==> config.mk <==
export PLATFORM = sky130hd
export DESIGN_NAME = led_scan_receiver
export DESIGN_NICKNAME = d
export VERILOG_FILES = /design/src/rtl/led_scan_receiver.sv
export SDC_FILE = /design/constraint.sdc
export NUM_CORES = 1
export LEC_CHECK = 0
export CORE_MARGIN = 8
export CORE_UTILIZATION = 33
export CTS_BUF_LIST = sky130_fd_sc_hd__clkbuf_8
export DETAILED_ROUTE_END_ITERATION = 10
export HOLD_SLACK_MARGIN = 0.12
export PLACE_DENSITY = 0.63
export REMOVE_ABC_BUFFERS = 1
export SLEW_MARGIN = 20
export SYNTH_ARGS = -nofsm -noshare
export SYNTH_HDL_FRONTEND = slang
export SYNTH_SLANG_ARGS = --single-unit
==> constraint.sdc <==
create_clock -name i_clk -period 4.1 [get_ports i_clk]
set_input_delay 0.82 -clock i_clk [delete_from_list [all_inputs] [get_ports i_clk]]
set_output_delay 0.82 -clock i_clk [all_outputs]
set_load 0.005 [all_outputs]
==> src/rtl/led_scan_receiver.sv <==
// LED array scan receiver.
// Brings the row-advance toggle and head-of-frame flag into the local drive
// clock, tracks the current row, captures each row's column pattern once the
// bus has settled, and drives one-hot row select plus PWM-gated column
// outputs. Sequence and missing-toggle errors are reported as sticky flags.
module led_scan_receiver #(
  parameter int          COLS        = 28,
  parameter int          ROWS        = 32,
  parameter int          SYNC_STAGES = 2,
  parameter int          CAPTURE_DLY = 12,
  parameter logic [23:0] TIMEOUT     = 24'd65535
) (
  input  logic                     i_clk,
  input  logic                     i_rst_n,
  input  logic                     i_ena,
  input  logic [COLS-1:0]          i_CULUMN_PATTERN,
  input  logic                     i_TOGGLE_SYNC,
  input  logic                     i_HEAD_FLAG,
  input  logic [7:0]               i_brightness,
  output logic [ROWS-1:0]          o_row_sel,
  output logic [COLS-1:0]          o_col_drv,
  output logic                     o_blank,
  output logic [$clog2(ROWS)-1:0]  o_row_idx,
  output logic                     o_frame_start,
  output logic                     o_err_seq,
  output logic                     o_err_timeout
);

  localparam int                 RW       = $clog2(ROWS);
  localparam int                 DLY_W    = $clog2(CAPTURE_DLY + 1);
  localparam logic [RW-1:0]      ROW_LAST = RW'(ROWS - 1);
  localparam logic [DLY_W-1:0]   DLY_MAX  = DLY_W'(CAPTURE_DLY);
  localparam logic [23:0]        TO_LAST  = TIMEOUT - 24'd1;

  typedef enum logic [1:0] {
    ST_IDLE    = 2'd0,
    ST_BLANK   = 2'd1,
    ST_SETTLE  = 2'd2,
    ST_DISPLAY = 2'd3
  } state_t;

  // Synchroniser chains and edge detector
  logic [SYNC_STAGES-1:0] tog_sync_reg;
  logic [SYNC_STAGES-1:0] head_sync_reg;
  logic                   tog_prev_reg;
  logic                   sync_tog;
  logic                   sync_head;
  logic                   tog_evt;

  // Control state
  state_t                 state_reg, state_next;
  logic [RW-1:0]          row_reg, row_next;
  logic                   first_reg, first_next;
  logic [DLY_W-1:0]       dly_reg, dly_next;
  logic [23:0]            to_reg, to_next;
  logic                   err_seq_reg, err_seq_next;
  logic                   err_to_reg, err_to_next;
  logic                   fs_next;

  // Pattern sampling and captured row data
  logic [COLS-1:0]        pat_q_reg;
  logic [COLS-1:0]        pat_prev_reg;
  logic [COLS-1:0]        col_reg, col_next;
  logic                   capture_ok;

  // PWM and output staging
  logic [7:0]             pwm_reg, pwm_next;
  logic [ROWS-1:0]        row_dec;
  logic [ROWS-1:0]        row_sel_next;
  logic [COLS-1:0]        col_drv_next;
  logic                   blank_next;

  assign sync_tog  = tog_sync_reg[SYNC_STAGES-1];
  assign sync_head = head_sync_reg[SYNC_STAGES-1];
  assign tog_evt   = sync_tog ^ tog_prev_reg;

  // Synchronise toggle/head into i_clk; these keep running even when disabled
  always_ff @(posedge i_clk or negedge i_rst_n) begin
    if (!i_rst_n) begin
      tog_sync_reg  <= '0;
      head_sync_reg <= '0;
      tog_prev_reg  <= 1'b0;
    end else begin
      tog_sync_reg  <= {tog_sync_reg[SYNC_STAGES-2:0], i_TOGGLE_SYNC};
      head_sync_reg <= {head_sync_reg[SYNC_STAGES-2:0], i_HEAD_FLAG};
      tog_prev_reg  <= sync_tog;
    end
  end

  // The bus is accepted only when the live value and the last two samples agree
  assign capture_ok = (dly_reg >= DLY_MAX) &&
                      (i_CULUMN_PATTERN == pat_q_reg) &&
                      (pat_q_reg == pat_prev_reg);

  // Next-state logic: disable, row event, timeout, then per-state progress
  always_comb begin
    state_next   = state_reg;
    row_next     = row_reg;
    first_next   = first_reg;
    dly_next     = dly_reg;
    to_next      = to_reg;
    err_seq_next = err_seq_reg;
    err_to_next  = err_to_reg;
    col_next     = col_reg;
    fs_next      = 1'b0;

    if (!i_ena) begin
      // Disabled: park in IDLE at the last row so the next head maps to row 0
      state_next   = ST_IDLE;
      row_next     = ROW_LAST;
      first_next   = 1'b1;
      to_next      = '0;
      err_seq_next = 1'b0;
      err_to_next  = 1'b0;
    end else if (tog_evt) begin
      // Every toggle event restarts the row, even mid-settle or mid-display
      state_next = ST_BLANK;
      first_next = 1'b0;
      dly_next   = '0;
      to_next    = '0;
      if (sync_head) begin
        row_next = '0;
        fs_next  = 1'b1;
        if ((row_reg != ROW_LAST) && !first_reg) begin
          err_seq_next = 1'b1;
        end
      end else begin
        if (row_reg == ROW_LAST) begin
          row_next     = '0;
          err_seq_next = 1'b1;
        end else begin
          row_next = row_reg + RW'(1);
        end
      end
    end else if (state_reg == ST_IDLE) begin
      to_next = '0;
    end else if (to_reg == TO_LAST) begin
      // Too long without a row event: give up on the frame
      state_next  = ST_IDLE;
      row_next    = ROW_LAST;
      first_next  = 1'b1;
      to_next     = '0;
      err_to_next = 1'b1;
    end else begin
      to_next = to_reg + 24'd1;
      case (state_reg)
        ST_BLANK: begin
          state_next = ST_SETTLE;
          dly_next   = '0;
        end
        ST_SETTLE: begin
          if (capture_ok) begin
            col_next   = pat_q_reg;
            state_next = ST_DISPLAY;
          end else if (dly_reg < DLY_MAX) begin
            dly_next = dly_reg + DLY_W'(1);
          end
        end
        ST_DISPLAY: ;
        default: ;
      endcase
    end
  end

  // One-hot decode of the row that will be shown next cycle
  generate
    for (genvar gi = 0; gi < ROWS; gi++) begin : g_row_dec
      assign row_dec[gi] = (row_next == RW'(gi));
    end
  endgenerate

  // Output staging: PWM restarts at zero on every DISPLAY entry
  always_comb begin
    pwm_next     = '0;
    row_sel_next = '0;
    col_drv_next = '0;
    blank_next   = 1'b1;
    if (state_next == ST_DISPLAY) begin
      if (state_reg == ST_DISPLAY) begin
        pwm_next = pwm_reg + 8'd1;
      end
      blank_next   = 1'b0;
      row_sel_next = row_dec;
      if (pwm_next < i_brightness) begin
        col_drv_next = col_next;
      end
    end
  end

  // Control and data registers
  always_ff @(posedge i_clk or negedge i_rst_n) begin
    if (!i_rst_n) begin
      state_reg    <= ST_IDLE;
      row_reg      <= ROW_LAST;
      first_reg    <= 1'b1;
      dly_reg      <= '0;
      to_reg       <= '0;
      err_seq_reg  <= 1'b0;
      err_to_reg   <= 1'b0;
      col_reg      <= '0;
      pwm_reg      <= '0;
      pat_q_reg    <= '0;
      pat_prev_reg <= '0;
    end else begin
      state_reg    <= state_next;
      row_reg      <= row_next;
      first_reg    <= first_next;
      dly_reg      <= dly_next;
      to_reg       <= to_next;
      err_seq_reg  <= err_seq_next;
      err_to_reg   <= err_to_next;
      col_reg      <= col_next;
      pwm_reg      <= pwm_next;
      pat_q_reg    <= i_CULUMN_PATTERN;
      pat_prev_reg <= pat_q_reg;
    end
  end

  // Registered drive outputs
  always_ff @(posedge i_clk or negedge i_rst_n) begin
    if (!i_rst_n) begin
      o_row_sel     <= '0;
      o_col_drv     <= '0;
      o_blank       <= 1'b1;
      o_frame_start <= 1'b0;
    end else begin
      o_row_sel     <= row_sel_next;
      o_col_drv     <= col_drv_next;
      o_blank       <= blank_next;
      o_frame_start <= fs_next;
    end
  end

  assign o_row_idx     = row_reg;
  assign o_err_seq     = err_seq_reg;
  assign o_err_timeout = err_to_reg;

endmodule

==> results of run 1 <==
[stage by stage]
step	hold WS [ns]	cell area (µm²)
floorplan	0.331	7770
global placement	0.331	9360
detailed placement	0.336	9360
CTS	0.363	9810
global route	0.371	9810
finish	0.364	9810
[cell families (layout without fill, tap and decap cells)]
| logic type | after synthesis | count (layout) | synth area share, % |
|---|---|---|---|
| and+or+nand+nor | 239 | 239 | 17.0 |
| muxes | 29 | 29 | 5.11 |
| DFF | 197 | 197 | 62.8 |
| xor gates and xnor gates | 51 | 51 | 5.68 |
| buffers and inverters | 34 | 166 | 1.91 |
| adders and majority gates | 17 | 17 | 2.70 |
| AOI/OAI and AO/OA | 54 | 54 | 4.80 |
[worst max-delay path: stages]
cell             delay, ns
clkdlybuf4s50_1       0.50
a21bo_2               0.13
o2111ai_1             0.16
or4_4                 0.59
nor4_4                0.47
a21o_2                0.31
nand3_1               0.39
nor4bb_1              0.36
[final timing paths]
| path | start | to | slack [ns] | cells after the start |
|---|---|---|---|---|
| worst max-delay path | i_CULUMN_PATTERN[3] | o_row_sel[15] | 0.76 | 8 |
| worst min-delay path | tog_sync_reg[0] | tog_sync_reg[1] | 0.36 | 0 |
| worst max register to register | dly_reg[2] | o_row_sel[15] | 1.13 | 7 |
| worst min register to register | tog_sync_reg[0] | tog_sync_reg[1] | 0.36 | 0 |
| max in group asynchronous | i_rst_n | o_row_idx[2] | 2.84 | 2 |
| min in group asynchronous | i_rst_n | col_reg[18] | 0.38 | 1 |
[where the power goes]
part / internal (mW) / total [mW] / switching (mW)
logic: 0.117 / 0.283 / 0.167
clock network: 0.500 / 1.35 / 0.852
registers: 1.99 / 2.03 / 0.0400
[final cells by class]
class | count | area (µm²) | area share [%]
Multi-Input combinational cell | 390 | 2780 | 28.4
Inverter | 15 | 56.3 | 0.574
Tap cell | 319 | 399 | 4.07
Clock inverter | 15 | 218 | 2.22
Clock buffer | 17 | 234 | 2.38
Sequential cell | 197 | 4940 | 50.3
Timing Repair Buffer | 119 | 1180 | 12.1
[per-layer routing]
| metal | vias to the layer above | GRT usage, % | part of all wire, % |
|---|---|---|---|
| met1 | 2481 | 15.6 | 47 |
| li1 | 2400 | - | - |
| met5 | - | 0 | 0 |
| met2 | 85 | 18.9 | 48 |
| met3 | 9 | 2.64 | 4.2 |
| met4 | 0 | 3.55 | 0.89 |
[synth_stat cells (all sizes together) (2+ instances only)]
cell	number	area share (%)
dfrtp	190	60
xor2	45	5.0
nor2	37	1.8
nor2b	34	2.8
nor3	32	2.0
mux2	29	5.1
nand3	29	1.8
nand2	26	1.3
and3	20	1.6
ha	17	2.7
inv	15	0.72
nor4	13	1.2
a21oi	11	0.75
clkbuf	11	0.52
o21ai	11	0.70
or3	11	0.87
nand4	10	1.1
buf	8	0.67
and2	7	0.56
dfstp	7	2.3
nand2b	6	0.48
xnor2	6	0.67
and4	5	0.56
a31oi	4	0.32
a21o	3	0.30
o2111ai	3	0.33
o22ai	3	0.24
a2111oi	2	0.22
a22oi	2	0.19
nand3b	2	0.19
nor3b	2	0.19
o211ai	2	0.19
o31ai	2	0.19
o41a	2	0.29
==> impl_metrics.py, run 1 <==
metrics = {
    "floorplan": {
        "die_x_um": 170,
        "start_util_pct": 33.5,
        "fp-row-count": 56,
        "design.die.area_um2": 29000,
        "core_um2": 23500,
        "io_pins": 110,
        "fp.dieH_um": 170,
    },
    "clock_network": {
        "hold_buffers": 0,
        "cts.reportedPaths.clkPinSlew_ns": 0.13,
        "clockRootBuffer": "clkbuf_8",
        "cts_max_level": 4,
        "cts.repair.resized": 0,
        "cts_made_buffers": 17,
        "cts_buffer_depth": 2,
        "cts_tree": "built",
        "worstSkewPairLatency_ns": 0.48,
        "cts_sinks": 197,
        "cts_setup_buffers": 0,
    },
    "run_status": {
        "status": "finished, final reports clean",
    },
    "timing": {
        "min_period_ns": 3.34,
        "relSlewSlack_pct": 44.0,
        "fin_crit_sh_pct": 81.5,
        "rsz0062_at_grt": "false",
        "worst_slack_ns": 0.758,
        "fin_skew_ns": 0.0298,
        "drv_slew": 0,
        "setup-violations-final": 0,
        "finalHoldViolCount": 0,
        "max_freq_mhz": 299,
        "max_slew.worst_pin.slew_ns": 0.834,
        "timing.setup.tns_ns": 0,
    },
    "worst_setup_path": {
        "cp.arrival_ns": 3.73,
        "cp-end-kind": "flip-flop",
        "cp_max_fo": 12,
        "worstPathRequired_ns": 4.49,
        "crit_type": "in2reg",
        "start_kind": "primary input",
    },
    "placement": {
        "dp.cells": 1040,
        "dp_hpwl_mm": 11.3,
        "portBuffers": 109,
        "pre_cts_slack_ns": 0.137,
        "routabilityCongestion": 0.763,
    },
    "synthesis": {
        "synth_seq_cells": 197,
        "ys_warn_count": 0,
        "syn_area_um2": 7870,
        "syn_avg_cell_area_um2": 12.7,
        "synth_cell_types": 57,
        "synthCells": 621,
        "ys_seq_area_share_pct": 62.8,
        "synth_edf_count": 0,
        "synthFlopType": "dfrtp_1",
        "async_reset_ff_share_pct": 100,
    },
    "global_routing": {
        "grt_max_degree": 90,
        "grt_pass1_vias": 5082,
        "grt_antenna_before_repair": 0,
        "grt_remaining_overflow": 0,
        "grt_pass1_wl_mm": 27.0,
        "grt_usage_pct": 11.8,
    },
    "route": {
        "drt_drc_violations_left": 0,
        "drt-total-wl_mm": 16.7,
        "wl_per_cell_um": 15.5,
        "ant_nets": 0,
        "drt_iter0_drc": 342,
        "vias": 4975,
        "first_pass_iters": 5,
        "avgViaCountPerCell": 4.64,
    },
    "layout": {
        "largest-register": "o_row_sel",
        "layout_common_cells": "dfrtp_1 (190), clkdlybuf4s50_1 (108), xor2_1 (45)",
        "drive_above_1_share_pct": 12.2,
        "stdcell_count": 1072,
        "area_delta_synth_final_pct": 24.7,
        "layout_commonest_cell": "dfrtp_1",
        "largest_reg_flops": 32,
        "diodes": 0,
        "fill_cells": 2166,
        "nets": 798,
        "finish.utilization_pct": 41.8,
    },
    "hold_path": {
        "hp-class": "reg2reg",
    },
    "power": {
        "vdd_drop_max_uv": 170,
        "leakagePower_nw": 4.34,
        "p_per_area_nw_per_um2": 374,
        "total_power_mw": 3.67,
    },
    "run": {
        "max_cap_viol_count": 0,
    },
}
Note: power is estimated with default switching activity, not from simulation.
==> run 2: changes to the inputs <==
clock period = 3.3 ns   (was 4.1 ns; I/O delays follow)
==> run 2 against run 1 <==
First-iteration DRC count up 5.0%. Hold slack worse by 0.12 ns. Global-route usage up 0.057 points. Count of clock-buffer cells in the layout unchanged. Die area unchanged. Sequential share of layout area down 0.48 points. Combinational power up 29%. Largest cell class unchanged. Largest power group unchanged.
==> impl_metrics.py, run 2 (synthesized netlist as in run 1, its figures left out) <==
metrics = {
    "run_status": {
        "status": "finished, final reports clean",
    },
    "clock_network": {
        "cts.repair.resized": 0,
        "cts_sinks": 197,
        "cts_setup_buffers": 0,
        "hold_buffers": 0,
        "cts_tree": "built",
        "worstSkewPairLatency_ns": 0.47,
        "cts_buffer_depth": 2,
        "cts_max_level": 4,
        "cts_made_buffers": 17,
        "clockRootBuffer": "clkbuf_8",
        "cts.reportedPaths.clkPinSlew_ns": 0.11,
    },
    "run": {
        "max_cap_viol_count": 0,
    },
    "timing": {
        "drv_slew": 0,
        "max_slew.worst_pin.slew_ns": 0.847,
        "fin_crit_sh_pct": 90.1,
        "min_period_ns": 2.97,
        "finalHoldViolCount": 0,
        "max_freq_mhz": 336,
        "setup-violations-final": 0,
        "rsz0062_at_grt": "false",
        "relSlewSlack_pct": 43.1,
        "fin_skew_ns": 0.0219,
    },
    "worst_setup_path": {
        "cp_num_buf_inv": 2,
        "cp-end-kind": "flip-flop",
        "crit_chain": "clkdlybuf4s50_1, a21bo_2, o2111ai_1, or4_4, nor4_4, nand4_4, buf_12, mux2_2, nor2b_1",
        "worstPathRequired_ns": 3.65,
        "crit_start": "i_CULUMN_PATTERN[3]",
        "slowest_delay_ns": 0.59,
        "crit_type": "in2reg",
        "cp.arrival_ns": 3.33,
        "cp_max_fo": 28,
        "crit_family": "simple AND/OR/NAND/NOR gates",
        "crit_slowest_cell": "or4_4",
        "r2r_start": "to_reg[0]",
        "start_kind": "primary input",
    },
    "power": {
        "leakagePower_nw": 4.40,
        "total_power_mw": 4.48,
        "p_int_mw": 3.22,
        "p_switching_mw": 1.25,
        "clkPwrFrac_pct": 35.5,
        "p_comb_share_pct": 8.2,
        "p_per_area_nw_per_um2": 452,
        "power_frac_seq_pct": 56.4,
        "netSwitchingFraction_pct": 28.0,
        "vdd_drop_max_uv": 270,
    },
    "route": {
        "first_pass_iters": 6,
        "wl_per_cell_um": 15.4,
        "drt_drc_violations_left": 0,
        "drt-total-wl_mm": 16.7,
        "vias": 5044,
        "ant_nets": 0,
        "avgViaCountPerCell": 4.65,
        "drt_iter0_drc": 359,
    },
    "floorplan": {
        "fp.dieH_um": 170,
        "die_x_um": 170,
        "design.die.area_um2": 29000,
        "core_um2": 23500,
        "start_util_pct": 33.5,
        "fp-row-count": 56,
        "io_pins": 110,
    },
    "layout": {
        "stdcell_count": 1085,
        "drive_above_1_share_pct": 13.7,
        "diodes": 0,
        "layout_common_cells": "dfrtp_1 (190), clkdlybuf4s50_1 (108), xor2_1 (45)",
        "area_delta_synth_final_pct": 25.9,
        "layout_commonest_cell": "dfrtp_1",
        "largest_reg_flops": 32,
        "largest-register": "o_row_sel",
        "nets": 811,
    },
    "global_routing": {
        "grt_remaining_overflow": 0,
        "grt_max_degree": 90,
        "grt_pass1_vias": 5071,
        "grt_pass1_wl_mm": 27.1,
        "grt_usage_pct": 11.8,
        "grt_antenna_before_repair": 0,
    },
    "placement": {
        "portBuffers": 109,
        "dp_hpwl_mm": 11.5,
        "routabilityCongestion": 0.762,
        "dp.cells": 1053,
    },
    "hold_path": {
        "hp-class": "in2async",
    },
}
## run 2: changes by cell type in the layout (fill, tap and decap cells not counted)
cell and delta:
inv_6 -3, buf_12 +2, inv_8 +4, inv_16 -1, clkinv_2 +1, buf_4 +11
clkinv_4 +2, clkinv_8 -2, inv_12 -1
## run 2: through the flow
step | hold WS, ns | util, % | setup slack (ns) | TNS [ns] | area (µm²)
2_1_floorplan | 0.331 | - | -0.176 | -1.42 | 7770
3_3_place_gp | 0.332 | 40.4 | -0.191 | -9.11 | 9480
3_5_place_dp | 0.340 | 40.4 | -0.204 | -10.18 | 9480
4_1_cts | 0.236 | 42.2 | 0.317 | 0 | 9910
5_1_grt | 0.275 | 42.2 | 0.168 | 0 | 9910
6_report | 0.240 | 42.2 | 0.325 | 0 | 9910
## run 2: final cells by class
class	count	area (µm²)
Inverter	15	56.3
Multi-Input combinational cell	390	2780
Tap cell	319	399
Fill cell	2174	13600
Sequential cell	197	4940
Timing Repair Buffer	132	1310
Clock buffer	17	234
Clock inverter	15	190
## run 2: metal layers
| metal | vias to the layer above | part of all wire (%) | routed length, µm | global-route usage [%] |
|---|---|---|---|---|
| met5 | - | 0 | 0 | 0 |
| met3 | 15 | 4.8 | 806 | 2.80 |
| li1 | 2430 | - | - | - |
| met2 | 94 | 48 | 8010 | 19.1 |
| met1 | 2505 | 46 | 7650 | 15.5 |
| met4 | 0 | 1.1 | 189 | 3.66 |
## run 2: power by group through the flow
stage | clock network, mW | logic, mW | registers, mW
6_report | 1.59 | 0.365 | 2.52
5_1_grt | 1.75 | 0.410 | 2.53
4_1_cts | 1.65 | 0.373 | 2.52
3_5_place_dp | 0 | 0.370 | 2.57
3_3_place_gp | 0 | 0.368 | 2.57
2_1_floorplan | 0 | 0.160 | 2.56
## run 2: path summary, 6_finish.rpt
| kind | end | slack [ns] | cells after the start |
|---|---|---|---|
| max | o_col_drv[4] | 0.33 | 9 |
| min | pwm_reg[2] | 0.24 | 1 |
| max reg2reg | o_row_sel[11] | 0.48 | 10 |
| min reg2reg | tog_sync_reg[1] | 0.36 | 0 |
| max in group asynchronous | col_reg[13] | 2.30 | 2 |
| min in group i_clk | tog_sync_reg[1] | 0.36 | 0 |
==> run 3: changes to the inputs <==
CTS_CLUSTER_SIZE = 12   (was not set)
DONT_BUFFER_PORTS = 1   (was not set)
PLACE_DENSITY = 0.5   (was 0.63)
==> run 3 against run 2 <==
The flow now finishes with violations (negative hold slack). Non-clock buffer count down 122. Hold slack lost 0.35 ns. Highest routed layer unchanged. Critical path type is now reg2reg. Cell area fell by 13%. Sequential power hardly changed.
==> impl_metrics.py, run 3 (synthesized netlist as in run 1, its figures left out) <==
metrics = {
    "layout": {
        "drive_above_1_share_pct": 13.7,
        "layout_common_cells": "dfrtp_1 (190), xor2_1 (45), nor2_1 (37)",
        "area_delta_synth_final_pct": 9.32,
        "layout_commonest_cell": "dfrtp_1",
        "largest-register": "o_row_sel",
        "nets": 689,
        "diodes": 0,
        "largest_reg_flops": 32,
        "finish.utilization_pct": 36.6,
    },
    "worst_setup_path": {
        "reg2reg_depth": 9,
        "cp-end-kind": "flip-flop",
        "rrSetupSlack_ns": 0.32,
        "slowest_delay_ns": 0.55,
        "r2r_end": "o_row_sel[8]",
        "r2r_start": "to_reg[0]",
        "worstPathRequired_ns": 3.66,
        "start_kind": "flip-flop",
        "crit_slowest_cell": "o31ai_2",
        "crit_chain": "inv_1, ha_1, nor4b_1, and4_1, and3_1, nor3_1, o31ai_2, nand2b_1, nor3_1",
        "cp_max_fo": 8,
        "crit_type": "reg2reg",
        "cp.arrival_ns": 3.34,
        "crit_top_cell": "nor3_1",
    },
    "floorplan": {
        "core_um2": 23500,
        "fp-row-count": 56,
        "start_util_pct": 33.5,
        "design.die.area_um2": 29000,
        "io_pins": 110,
        "fp.dieH_um": 170,
        "die_x_um": 170,
    },
    "global_routing": {
        "grt_antenna_before_repair": 0,
        "grt_usage_pct": 11.5,
        "grt_pass1_vias": 4788,
        "grt_remaining_overflow": 0,
        "grt_max_degree": 198,
        "grt_pass1_wl_mm": 26.3,
    },
    "timing": {
        "relSlewSlack_pct": 45.7,
        "fin_skew_ns": 0.0206,
        "worst_slack_ns": 0.320,
        "drv_slew": 0,
        "rsz0062_at_grt": "false",
        "finalHoldViolCount": 190,
        "min_period_ns": 2.98,
        "fin_crit_sh_pct": 90.3,
        "max_freq_mhz": 336,
        "hold_ws_ns": -0.112,
        "setup-violations-final": 0,
        "max_slew.worst_pin.slew_ns": 0.812,
    },
    "power": {
        "p_per_area_nw_per_um2": 480,
        "p_comb_share_pct": 5.4,
        "power_frac_seq_pct": 61.2,
        "clkPwrFrac_pct": 33.4,
        "total_power_mw": 4.13,
        "p_switching_mw": 1.04,
        "leakagePower_nw": 3.88,
        "p_int_mw": 3.08,
        "netSwitchingFraction_pct": 25.3,
        "vdd_drop_max_uv": 209,
    },
    "clock_network": {
        "cts_buffer_depth": 2,
        "cts_made_buffers": 17,
        "cts_setup_buffers": 0,
        "clockRootBuffer": "clkbuf_8",
        "cts_sinks": 197,
        "cts.reportedPaths.clkPinSlew_ns": 0.10,
        "cts_max_level": 4,
        "cts.repair.resized": 0,
        "cts_tree": "built",
        "worstSkewPairLatency_ns": 0.46,
    },
    "route": {
        "ant_nets": 0,
        "first_pass_iters": 4,
        "drt-total-wl_mm": 16.3,
        "wl_per_cell_um": 17.0,
        "vias": 4659,
        "drt_drc_violations_left": 0,
        "drt_iter0_drc": 311,
        "avgViaCountPerCell": 4.85,
    },
    "placement": {
        "routabilityCongestion": 0.746,
        "portBuffers": 0,
        "pre_cts_slack_ns": 0.0504,
        "dp_hpwl_mm": 11.1,
    },
    "run_status": {
        "violations": "negative hold slack",
        "status": "complete, but fails checks",
    },
    "run": {
        "max_cap_viol_count": 0,
    },
    "hold_path": {
        "hp-class": "in2async",
    },
}
[run 3: cell count changes in the layout (fill, tap and decap cells not counted)]
| cell | change |
|---|---|
| inv_6 | +1 |
| clkbuf_8 | -1 |
| clkinv_8 | -4 |
| clkdlybuf4s50_1 | -108 |
| clkinvlp_4 | +4 |
| inv_12 | -3 |
| buf_4 | -11 |
| buf_12 | -2 |
| clkinv_4 | +1 |
| inv_8 | -2 |
[run 3: per-stage QoR]
| stage | area (µm²) | TNS (ns) | hold WS (ns) | instances |
|---|---|---|---|---|
| 4_1_cts | 8600 | 0 | -0.157 | 960 |
| 6_report | 8600 | 0 | -0.112 | 960 |
| 3_5_place_dp | 8260 | 0 | 0.348 | 931 |
| 2_1_floorplan | 7770 | -1.42 | 0.331 | 602 |
| 3_3_place_gp | 8260 | 0 | 0.346 | 931 |
| 5_1_grt | 8600 | 0 | -0.159 | 960 |
[run 3: power groups by stage]
stage               Combinational, mW  Clock [mW]  Sequential [mW]
detailed placement              0.224           0             2.58
floorplan                       0.160           0             2.56
finish                          0.223        1.38             2.53
global placement                0.216           0             2.57
CTS                             0.225        1.46             2.53
global route                    0.253        1.54             2.54
[run 3: worst max path at each step]
| stage | start | to | cells after the start |
|---|---|---|---|
| after floorplan | to_reg[0] | o_row_sel[10] | 9 |
| after global placement | i_CULUMN_PATTERN[2] | o_col_drv[26] | 8 |
| after detailed placement | i_CULUMN_PATTERN[2] | o_row_sel[16] | 7 |
| after CTS | pat_q_reg[2] | o_row_sel[16] | 7 |
| after global routing | to_reg[0] | o_row_sel[10] | 9 |
| final | to_reg[0] | o_row_sel[8] | 9 |
[run 3: area by class of cell]
type / instances / area [µm²]
Clock inverter: 12 / 101
Sequential cell: 197 / 4940
Fill cell: 2304 / 14900
Tap cell: 319 / 399
Timing Repair Buffer: 10 / 87.6
Multi-Input combinational cell: 390 / 2780
Clock buffer: 17 / 234
Inverter: 15 / 56.3
[run 3: worst max-delay path, delay by kind of cell, from the launching register on]
kind / cells / cell delay (ns)
DFF: 1 / 0.49
and+or+nand+nor: 6 / 1.60
adders and majority gates: 1 / 0.16
AOI/OAI and AO/OA: 1 / 0.55
buffers and inverters: 1 / 0.10
[run 3: per-layer routing]
layer / vias to the layer above / track usage [%] / wire length, µm
met2: 100 / 18.8 / 7970
li1: 2172 / - / -
met3: 18 / 3.04 / 826
met5: - / 0 / 0
met1: 2369 / 14.4 / 7220
met4: 0 / 4.50 / 290
